## src/rtl/debug_cmd_rx_if.sv

```systemverilog
// -----------------------------------------------------------------------------
// debug_cmd_rx_if
// Pop-style handshake between the debug UART RX FIFO and the command receiver.
//   rdata  : byte at the head of the FIFO, meaningful while rready = 1
//   rready : FIFO holds at least one byte
//   rreq   : pop strobe from the receiver; the byte is consumed at the clock
//            edge that ends the strobe cycle
// Modports:
//   master : command receiver side (drives rreq)
//   slave  : FIFO side (drives rdata / rready)
// -----------------------------------------------------------------------------
interface debug_cmd_rx_if;
    logic [7:0] rdata;
    logic       rready;
    logic       rreq;

    modport master (
        input  rdata,
        input  rready,
        output rreq
    );

    modport slave (
        output rdata,
        output rready,
        input  rreq
    );
endinterface

```

## src/rtl/debug_cmd_rx.sv

```systemverilog
// -----------------------------------------------------------------------------
// debug_cmd_rx
// Receive side of the debug UART port. Pops bytes from the RX FIFO, parses
// fixed 4-byte frames (START_BYTE, code, data, code^data), strobes decoded
// commands to user logic and runs a host-kicked watchdog.
//
// Ports:
//   i_clk, i_rst_n  : clock, asynchronous active-low reset
//   rx              : RX FIFO pop interface (master modport)
//   o_cmd_code/data : last valid non-kick command, held between frames
//   o_cmd_valid     : one-cycle strobe for a valid non-kick frame
//   o_wdt_kick      : one-cycle strobe for a valid kick frame
//   o_wdt_expired   : level, watchdog counter has reached zero
//   o_err           : one-cycle error strobe
//   o_err_code      : 1 = checksum error, 2 = byte timeout (held)
//   o_frame_cnt     : valid frames, wrapping
//   o_err_cnt       : errors, saturating at 255
// -----------------------------------------------------------------------------
module debug_cmd_rx #(
    parameter logic [31:0] WDT_TIMEOUT  = 32'h00682EFF,
    parameter logic [15:0] BYTE_TIMEOUT = 16'd50000,
    parameter logic [7:0]  START_BYTE   = 8'h2D,
    parameter logic [7:0]  KICK_CODE    = 8'h65
) (
    input  logic                  i_clk,
    input  logic                  i_rst_n,
    debug_cmd_rx_if.master        rx,
    output logic [7:0]            o_cmd_code,
    output logic [7:0]            o_cmd_data,
    output logic                  o_cmd_valid,
    output logic                  o_wdt_kick,
    output logic                  o_wdt_expired,
    output logic                  o_err,
    output logic [1:0]            o_err_code,
    output logic [7:0]            o_frame_cnt,
    output logic [7:0]            o_err_cnt
);

    typedef enum logic [1:0] {
        ST_IDLE  = 2'd0,
        ST_CODE  = 2'd1,
        ST_DATA  = 2'd2,
        ST_CHECK = 2'd3
    } state_t;

    // Frame checksum: plain XOR of code and data bytes.
    function automatic logic [7:0] frame_checksum(input logic [7:0] code_v,
                                                  input logic [7:0] data_v);
        frame_checksum = code_v ^ data_v;
    endfunction

    state_t      state_r;
    state_t      state_next_s;
    logic [7:0]  code_r;
    logic [7:0]  code_next_s;
    logic [7:0]  data_r;
    logic [7:0]  data_next_s;
    logic [15:0] byte_cnt_r;
    logic [15:0] byte_cnt_next_s;
    logic        rreq_prev_r;
    logic        accept_s;
    logic        good_cmd_s;
    logic        good_kick_s;
    logic        cs_err_s;
    logic        timeout_s;

    logic [31:0] wdt_cnt_r;
    logic        wdt_expired_r;
    logic [7:0]  cmd_code_r;
    logic [7:0]  cmd_data_r;
    logic        cmd_valid_r;
    logic        wdt_kick_r;
    logic        err_r;
    logic [1:0]  err_code_r;
    logic [7:0]  frame_cnt_r;
    logic [7:0]  err_cnt_r;

    // A pop is issued whenever a byte is waiting, but never in two
    // consecutive cycles, so the FIFO has a cycle to present the next head.
    assign accept_s = rx.rready & ~rreq_prev_r;
    assign rx.rreq  = accept_s;

    // Pop history for the one-cycle spacing rule.
    always_ff @(posedge i_clk or negedge i_rst_n) begin
        if (!i_rst_n) begin
            rreq_prev_r <= 1'b0;
        end else begin
            rreq_prev_r <= accept_s;
        end
    end

    // Frame parser next-state logic and inter-byte timeout detection.
    always_comb begin
        state_next_s    = state_r;
        code_next_s     = code_r;
        data_next_s     = data_r;
        byte_cnt_next_s = byte_cnt_r;
        good_cmd_s      = 1'b0;
        good_kick_s     = 1'b0;
        cs_err_s        = 1'b0;
        timeout_s       = 1'b0;

        if (accept_s) begin
            // An accepted byte always beats a timeout reached in the same cycle.
            byte_cnt_next_s = 16'd0;
            case (state_r)
                ST_IDLE: begin
                    if (rx.rdata == START_BYTE) begin
                        state_next_s = ST_CODE;
                    end else begin
                        state_next_s = ST_IDLE;
                    end
                end
                ST_CODE: begin
                    code_next_s  = rx.rdata;
                    state_next_s = ST_DATA;
                end
                ST_DATA: begin
                    data_next_s  = rx.rdata;
                    state_next_s = ST_CHECK;
                end
                ST_CHECK: begin
                    if (rx.rdata == frame_checksum(code_r, data_r)) begin
                        if (code_r == KICK_CODE) begin
                            good_kick_s = 1'b1;
                        end else begin
                            good_cmd_s = 1'b1;
                        end
                    end else begin
                        cs_err_s = 1'b1;
                    end
                    state_next_s = ST_IDLE;
                end
                default: begin
                    state_next_s = ST_IDLE;
                end
            endcase
        end else if (state_r == ST_IDLE) begin
            byte_cnt_next_s = 16'd0;
        end else if (byte_cnt_r == BYTE_TIMEOUT) begin
            timeout_s       = 1'b1;
            state_next_s    = ST_IDLE;
            byte_cnt_next_s = 16'd0;
        end else begin
            byte_cnt_next_s = byte_cnt_r + 16'd1;
        end
    end

    // Parser state, captured frame bytes and inter-byte idle counter.
    always_ff @(posedge i_clk or negedge i_rst_n) begin
        if (!i_rst_n) begin
            state_r    <= ST_IDLE;
            code_r     <= 8'h00;
            data_r     <= 8'h00;
            byte_cnt_r <= 16'd0;
        end else begin
            state_r    <= state_next_s;
            code_r     <= code_next_s;
            data_r     <= data_next_s;
            byte_cnt_r <= byte_cnt_next_s;
        end
    end

    // Result strobes, held command/error values and frame/error counters.
    always_ff @(posedge i_clk or negedge i_rst_n) begin
        if (!i_rst_n) begin
            cmd_valid_r <= 1'b0;
            wdt_kick_r  <= 1'b0;
            err_r       <= 1'b0;
            cmd_code_r  <= 8'h00;
            cmd_data_r  <= 8'h00;
            err_code_r  <= 2'd0;
            frame_cnt_r <= 8'd0;
            err_cnt_r   <= 8'd0;
        end else begin
            cmd_valid_r <= good_cmd_s;
            wdt_kick_r  <= good_kick_s;
            err_r       <= cs_err_s | timeout_s;
            if (good_cmd_s) begin
                cmd_code_r <= code_r;
                cmd_data_r <= data_r;
            end
            if (cs_err_s) begin
                err_code_r <= 2'd1;
            end else if (timeout_s) begin
                err_code_r <= 2'd2;
            end
            if (good_cmd_s || good_kick_s) begin
                frame_cnt_r <= frame_cnt_r + 8'd1;
            end
            if ((cs_err_s || timeout_s) && (err_cnt_r != 8'hFF)) begin
                err_cnt_r <= err_cnt_r + 8'd1;
            end
        end
    end

    // Watchdog: counts down to zero and holds; a kick reloads it and takes
    // priority over reaching zero in the same cycle.
    always_ff @(posedge i_clk or negedge i_rst_n) begin
        if (!i_rst_n) begin
            wdt_cnt_r     <= WDT_TIMEOUT;
            wdt_expired_r <= 1'b0;
        end else if (good_kick_s) begin
            wdt_cnt_r     <= WDT_TIMEOUT;
            wdt_expired_r <= 1'b0;
        end else if (wdt_cnt_r != 32'd0) begin
            wdt_cnt_r     <= wdt_cnt_r - 32'd1;
            wdt_expired_r <= (wdt_cnt_r == 32'd1);
        end else begin
            wdt_expired_r <= 1'b1;
        end
    end

    assign o_cmd_code    = cmd_code_r;
    assign o_cmd_data    = cmd_data_r;
    assign o_cmd_valid   = cmd_valid_r;
    assign o_wdt_kick    = wdt_kick_r;
    assign o_wdt_expired = wdt_expired_r;
    assign o_err         = err_r;
    assign o_err_code    = err_code_r;
    assign o_frame_cnt   = frame_cnt_r;
    assign o_err_cnt     = err_cnt_r;

endmodule
```

## src/flat_wrapper.sv

```systemverilog
// flat-port wrapper written by rule: the top's interface ports become plain ports
module debug_cmd_rx_flat 
#(
    parameter logic [31:0] WDT_TIMEOUT  = 32'h00682EFF,
    parameter logic [15:0] BYTE_TIMEOUT = 16'd50000,
    parameter logic [7:0]  START_BYTE   = 8'h2D,
    parameter logic [7:0]  KICK_CODE    = 8'h65
)
  (i_clk, i_rst_n, o_cmd_code, o_cmd_data, o_cmd_valid, o_wdt_kick, o_wdt_expired, o_err, o_err_code, o_frame_cnt, o_err_cnt, rx_rdata, rx_rready, rx_rreq);
  debug_cmd_rx_if rx_i ();
  input  logic i_clk;
  input  logic i_rst_n;
  output logic [7:0] o_cmd_code;
  output logic [7:0] o_cmd_data;
  output logic o_cmd_valid;
  output logic o_wdt_kick;
  output logic o_wdt_expired;
  output logic o_err;
  output logic [1:0] o_err_code;
  output logic [7:0] o_frame_cnt;
  output logic [7:0] o_err_cnt;
  input wire logic [$bits(rx_i.rdata)-1:0] rx_rdata;
  input wire logic [$bits(rx_i.rready)-1:0] rx_rready;
  output wire logic [$bits(rx_i.rreq)-1:0] rx_rreq;
  assign rx_i.rdata = rx_rdata;
  assign rx_i.rready = rx_rready;
  assign rx_rreq = rx_i.rreq;
  debug_cmd_rx #(.WDT_TIMEOUT(WDT_TIMEOUT), .BYTE_TIMEOUT(BYTE_TIMEOUT), .START_BYTE(START_BYTE), .KICK_CODE(KICK_CODE)) u_core (.i_clk(i_clk), .i_rst_n(i_rst_n), .rx(rx_i), .o_cmd_code(o_cmd_code), .o_cmd_data(o_cmd_data), .o_cmd_valid(o_cmd_valid), .o_wdt_kick(o_wdt_kick), .o_wdt_expired(o_wdt_expired), .o_err(o_err), .o_err_code(o_err_code), .o_frame_cnt(o_frame_cnt), .o_err_cnt(o_err_cnt));
endmodule
```

## config.mk

```make
export PLATFORM = sky130hd
export DESIGN_NAME = debug_cmd_rx_flat
export DESIGN_NICKNAME = d
export VERILOG_FILES = /design/src/rtl/debug_cmd_rx_if.sv /design/src/rtl/debug_cmd_rx.sv /design/src/flat_wrapper.sv
export SDC_FILE = /design/constraint.sdc
export NUM_CORES = 1
export LEC_CHECK = 0
export CAP_MARGIN = 20
export CORE_ASPECT_RATIO = 1.75
export CORE_MARGIN = 5
export CORE_UTILIZATION = 50
export CTS_CLUSTER_SIZE = 30
export DETAILED_ROUTE_END_ITERATION = 8
export GPL_TIMING_DRIVEN = 0
export PLACE_DENSITY_LB_ADDON = 0.05
export RECOVER_POWER = 100
export SYNTH_ARGS = -nofsm -noshare
export SYNTH_HDL_FRONTEND = slang
export SYNTH_SLANG_ARGS = --single-unit
```

## constraint.sdc

```tcl
create_clock -name i_clk -period 2.5 [get_ports i_clk]
set_clock_uncertainty 0.15 [all_clocks]
set_input_delay 0.625 -clock i_clk [delete_from_list [all_inputs] [get_ports i_clk]]
set_output_delay 0.625 -clock i_clk [all_outputs]
set_load 0.01 [all_outputs]
```

Yosys cells after proc, flatten, opt, wreduce, memory -nomap -nowiden
Cells that the tools add are included.

Word-level logic and storage cells: 72. Output and inout port bits: 39. Register bits: 105.

Reduce and logical (&&, ||, !) cells: 11. Equal/unequal tests: 10. Bitwise logic cells: 4. Add/sub/neg operators: 4. Muxes and demuxes: 28.

Operators by type and width (count): 32-bit two-way mux (2); 16-bit two-way mux (3); 32-bit by 1-bit equality test with 1-bit output (second input constant) (1); 32-bit nonzero test (1); 32-bit by 1-bit subtractor with 32-bit output (second input constant) (1); 1-bit two-way mux (17); 16-bit by 1-bit adder with 16-bit output (second input constant) (1); 8-bit by 1-bit adder with 8-bit output (second input constant) (2); 16-bit equality test (second input constant) (1); 2-bit two-way mux (5); 8-bit by 6-bit equality test with 1-bit output (second input constant) (1); 8-bit by 7-bit equality test with 1-bit output (second input constant) (1); 8-bit equality test (1); 8-bit != test (second input constant) (1); 2-bit case mux with 4 select lines (1); 8-bit bitwise XOR (1); 2-bit AND reduction (3); 2-bit nonzero test (3); 2-bit equality test (second input constant) (2); 2-bit by 1-bit equality test with 1-bit output (second input constant) (1); 2-bit logical NOT (1); 1-bit logical OR (2); 2-bit by 1-bit != test with 1-bit output (second input constant) (1); 1-bit bitwise AND (1); 3 further kinds (3).

Depth between registers and ports, before layout
Depth after elaboration: 7. Gate-level depth with buffers: 8. Gate-level depth less buffers: 7.

Least setup slack after synthesis
No wires, ideal clock.

Path type: input to register. From: input rx_rready. To: register u_core.cmd_code_r[7] (netlist: u_core.o_cmd_code[7]). Slack: 0.150 ns. Arrival: 2.073 ns. Buffers on the path: 2. Data required time: 2.222 ns. Stages on the path: 6. Cells stage by stage: nor2b_1 > buf_2 > nand2_1 > nor4_4 > buf_4 > mux2_1.

Longest elaborated chain between the ends: 2.

RTL lines: start, declared (RTL line flat_wrapper.sv:23) `input wire logic [$bits(rx_i.rready)-1:0] rx_rready;`; 1-bit bitwise AND (RTL line debug_cmd_rx.sv:80) `assign accept_s = rx.rready & ~rreq_prev_r;`; net rx_rreq (RTL line flat_wrapper.sv:24) `output wire logic [$bits(rx_i.rreq)-1:0] rx_rreq;`; 1-bit two-way mux (RTL line debug_cmd_rx.sv:103) `if (accept_s) begin`; net u_core.good_cmd_s (RTL line debug_cmd_rx.sv:62) `logic good_cmd_s;`; end signal, assigned (RTL line debug_cmd_rx.sv:180) `cmd_code_r <= code_r;`; end, declared (RTL line debug_cmd_rx.sv:69) `logic [7:0] cmd_code_r;`.

The timed path passes the listed nets, and every way through them passes these cells. A chain may end at the register's enable or synchronous reset.

Worst setup path in the final report
From: input rx_rdata[2]. To: register u_core.frame_cnt_r[1] (netlist: u_core.o_frame_cnt[1]).

Longest elaborated chain between the ends: 5. Elaborated cells on any way between the ends: 8. Those cells by class: eq/ne (1); mux (6); reduce/logical (1).

RTL lines: start, declared (RTL line flat_wrapper.sv:22) `input wire logic [$bits(rx_i.rdata)-1:0] rx_rdata;`; 8-bit equality test * (RTL line debug_cmd_rx.sv:123) `if (rx.rdata == frame_checksum(code_r, data_r)) begin`; 1-bit two-way mux (RTL line debug_cmd_rx.sv:123); 1-bit two-way mux (RTL line debug_cmd_rx.sv:106) `case (state_r)`; 1-bit two-way mux (RTL line debug_cmd_rx.sv:103); 1-bit logical OR * (RTL line debug_cmd_rx.sv:188) `if (good_cmd_s || good_kick_s) begin`; end signal, assigned (RTL line debug_cmd_rx.sv:189) `frame_cnt_r <= frame_cnt_r + 8'd1;`; end, declared (RTL line debug_cmd_rx.sv:75) `logic [7:0] frame_cnt_r;`.

Every way passes the cells marked *; elsewhere a longest branch is shown, timed or not.

==> flow_metrics.py <==
metrics = {
    "critical_path": {
        "cp.required_ps": 2570,
        "path_class": "primary input to flop",
        "crit_path_end_kind": "flop",
        "cp_max_fo": 10,
        "start_kind": "primary input",
        "timing.critical_path.arrival_ps": 2510,
    },
    "grt": {
        "grt_pass1_wl_mm": 19.2,
        "grt.overflow.total": 0,
        "grt_pass1_vias": 3959,
        "grt_usage_pct": 18.8,
        "grt_antenna_before_repair": 0,
        "grt_max_degree": 68,
    },
    "sta": {
        "timing.final.ws_setup_ps": 65.9,
        "rsz0062_at_grt": "no",
        "maxSlewViolCount": 0,
        "timing.setup.tns_ps": 0,
        "max_slew_margin_pct": 36.7,
        "setup_viol_count_final": 0,
        "tightest_slew_ps": 949,
        "max_freq_mhz": 411,
        "hold_viol": 0,
        "period_minus_slack_ps": 2430,
        "finalCritPeriodShare_pct": 97.4,
    },
    "synth": {
        "synth-simple-area-share_pct": 19.8,
        "synth_compound_area_share_pct": 8.15,
        "yosysTopAreaCell": "dfrtp_1",
        "ys_types": 58,
        "synthArstFlopShare_pct": 100,
        "synth-seq-cells": 105,
        "synth_top_area_share_pct": 43.0,
        "avgSynthCellArea_um2": 11.7,
        "seq_area_frac_synth_pct": 50.6,
        "synth_xor_area_share_pct": 8.63,
        "yosysWarnings": 0,
        "yosys_most_used_dff": "dfrtp_1",
        "postSynthCellCount": 447,
        "synth_fp_nets": 468,
        "synth_mux_area_share_pct": 8.58,
        "synth-edff-count": 0,
        "synth_fa_ha_area_share_pct": 2.39,
        "synth.area.top_cells": "dfrtp_1, dfstp_2, mux2_2",
        "netlist_area_um2": 5230,
        "synth_top_family_by_area": "simple AND/OR/NAND/NOR gates",
    },
    "floorplan": {
        "die_w_um": 87.3,
        "placementRows": 49,
        "start_util_pct": 51.1,
        "die_area_um2": 12700,
        "io-pin-count": 50,
        "die_y_um": 145,
        "core_um2": 10200,
    },
    "power_and_ir_drop": {
        "p_leak_uw": 0.00271,
        "power_density_nw_per_um2": 773,
        "vdd_drop_max_mv": 0.412,
    },
    "layout": {
        "fillers": 839,
        "syn_to_final_growth_pct": 20.6,
        "nets": 534,
        "final_common_cell": "dfrtp_1",
        "drive_above_1_share_pct": 19.5,
        "diodes": 0,
        "most-common-layout-cells": "dfrtp_1, dlygate4sd3_1, nor2_1, nand2_1, mux2_2",
    },
    "detailed_routing": {
        "drtPass1Iterations": 4,
        "drtIter0Drc": 138,
        "drc": 0,
        "wl_per_cell_um": 17.1,
        "via_per_inst": 5.69,
        "antenna_left": 0,
        "vias": 3671,
        "finalWirelength_mm": 11.0,
    },
    "clocking": {
        "cts_buffers": 9,
        "tritoncts": "built",
        "hold_buffers": 0,
        "clock_path_buffers": 2,
        "cts_root_buffer": "clkbuf_16",
        "cts_sinks": 105,
        "clkTransAtPathRegs_ps": 70,
        "htreeDepth": 3,
        "clk-insertion-delay-late_ps": 340,
    },
    "placed_design": {
        "dp_slack_ps": -623,
        "port_buffers": 49,
        "place_congestion": 0.838,
        "dp_hpwl_mm": 8.23,
    },
    "hold_path": {
        "min_path_type": "primary input to asynchronous set/reset pin",
    },
    "outcome": {
        "outcome": "finished clean",
    },
    "flow_run": {
        "max-cap-violations": 0,
    },
}
## metrics by stage
step / std cells / power [uW] / hold slack [ps] / cell area [um2] / utilization (%)
4_1_cts: 640 / 4950 / 119 / 6280 / 61.4
3_3_place_gp: 623 / 3300 / 312 / 5880 / 57.4
6_report: 645 / 4880 / 271 / 6310 / 61.6
3_5_place_dp: 624 / 3340 / 316 / 5910 / 57.7
5_1_grt: 645 / 5120 / 347 / 6310 / 61.6
2_1_floorplan: 447 / 2930 / 179 / 5230 / -
## critical path, stage by stage
cell and delay [ps]:
clkdlybuf4s50_1 500, xnor3_1 240, nand4_1 250, nor3_2 260
buf_2 280, mux2_2 360
## worst paths after layout
check / from / end / slack [ps] / depth (start not counted)
min in group i_clk: u_core.o_frame_cnt[7] / u_core.o_frame_cnt[7] / 310 / 1
max in group asynchronous: i_rst_n / u_core.o_cmd_data[3] / 420 / 2
hold / removal: i_rst_n / u_core.byte_cnt_r[4] / 270 / 1
setup / recovery: rx_rdata[2] / u_core.o_frame_cnt[1] / 70 / 6
setup reg to reg: u_core.wdt_cnt_r[18] / u_core.wdt_cnt_r[1] / 120 / 6
hold reg to reg: u_core.o_frame_cnt[7] / u_core.o_frame_cnt[7] / 310 / 1
## layer usage
metal | vias to the layer above | wire [um] | track usage (%)
li1 | 1772 | - | -
met1 | 1839 | 4350 | 21.0
met2 | 44 | 6170 | 34.4
met3 | 16 | 260 | 2.72
met4 | 0 | 242 | 7.68
met5 | - | 0 | 0
## cells in the mapped netlist, drive strengths merged (11+ instances only)
| master | n |
|---|---|
| inv | 12 |
| nand3 | 19 |
| dfrtp | 90 |
| or3 | 11 |
| or4 | 15 |
| nand2 | 32 |
| dfstp | 15 |
| a21oi | 16 |
| xnor2 | 18 |
| nand4 | 14 |
| xor2 | 13 |
| nor2 | 35 |
| mux2 | 39 |
| o31ai | 14 |
## kinds of logic after synthesis
family / Yosys count
AO/OA/AOI/OAI: 59
flip-flops: 105
multiplexers: 40
AND/OR/NAND/NOR: 172
adder cells (fa/ha/maj): 10
buffers and inverters: 22
XOR/XNOR: 39
## power by group
group	switching, uW	internal (uW)
clock network	608	981
registers	245	1960
logic	427	655
total	1280	3600
## registers in the layout, summed over array words and instances (netlist names)
name and cells:
u_core.o_cmd_valid 1, u_core.byte_cnt_r 16, u_core.o_err_code 2, u_core.o_err_cnt 8, u_core.wdt_cnt_r 32, u_core.o_frame_cnt 8, u_core.code_r 8, u_core.o_cmd_data 8
u_core.state_r 2, u_core.data_r 8, u_core.o_err 1, u_core.rreq_prev_r 1, u_core.o_wdt_kick 1, u_core.o_cmd_code 8, u_core.o_wdt_expired 1
## cell type report
cell class | count | area, um2 | area share [%]
plain buffers | 9 | 56.3 | 0.893
inverters | 12 | 47.5 | 0.754
clock buffers | 14 | 317 | 5.02
repair buffers | 56 | 532 | 8.43
flip-flops and latches | 105 | 2650 | 41.9
clock inverters | 2 | 37.5 | 0.595
well taps | 127 | 159 | 2.52
multi-input cells | 320 | 2510 | 39.8
## timing repair
action,in CTS,in global routing
setup buffers,1,5
resized for setup,6,6
pin swaps,1,6
endpoints found under the setup margin,32,24
cloned,0,0
Power figures use the tool's default switching activity.
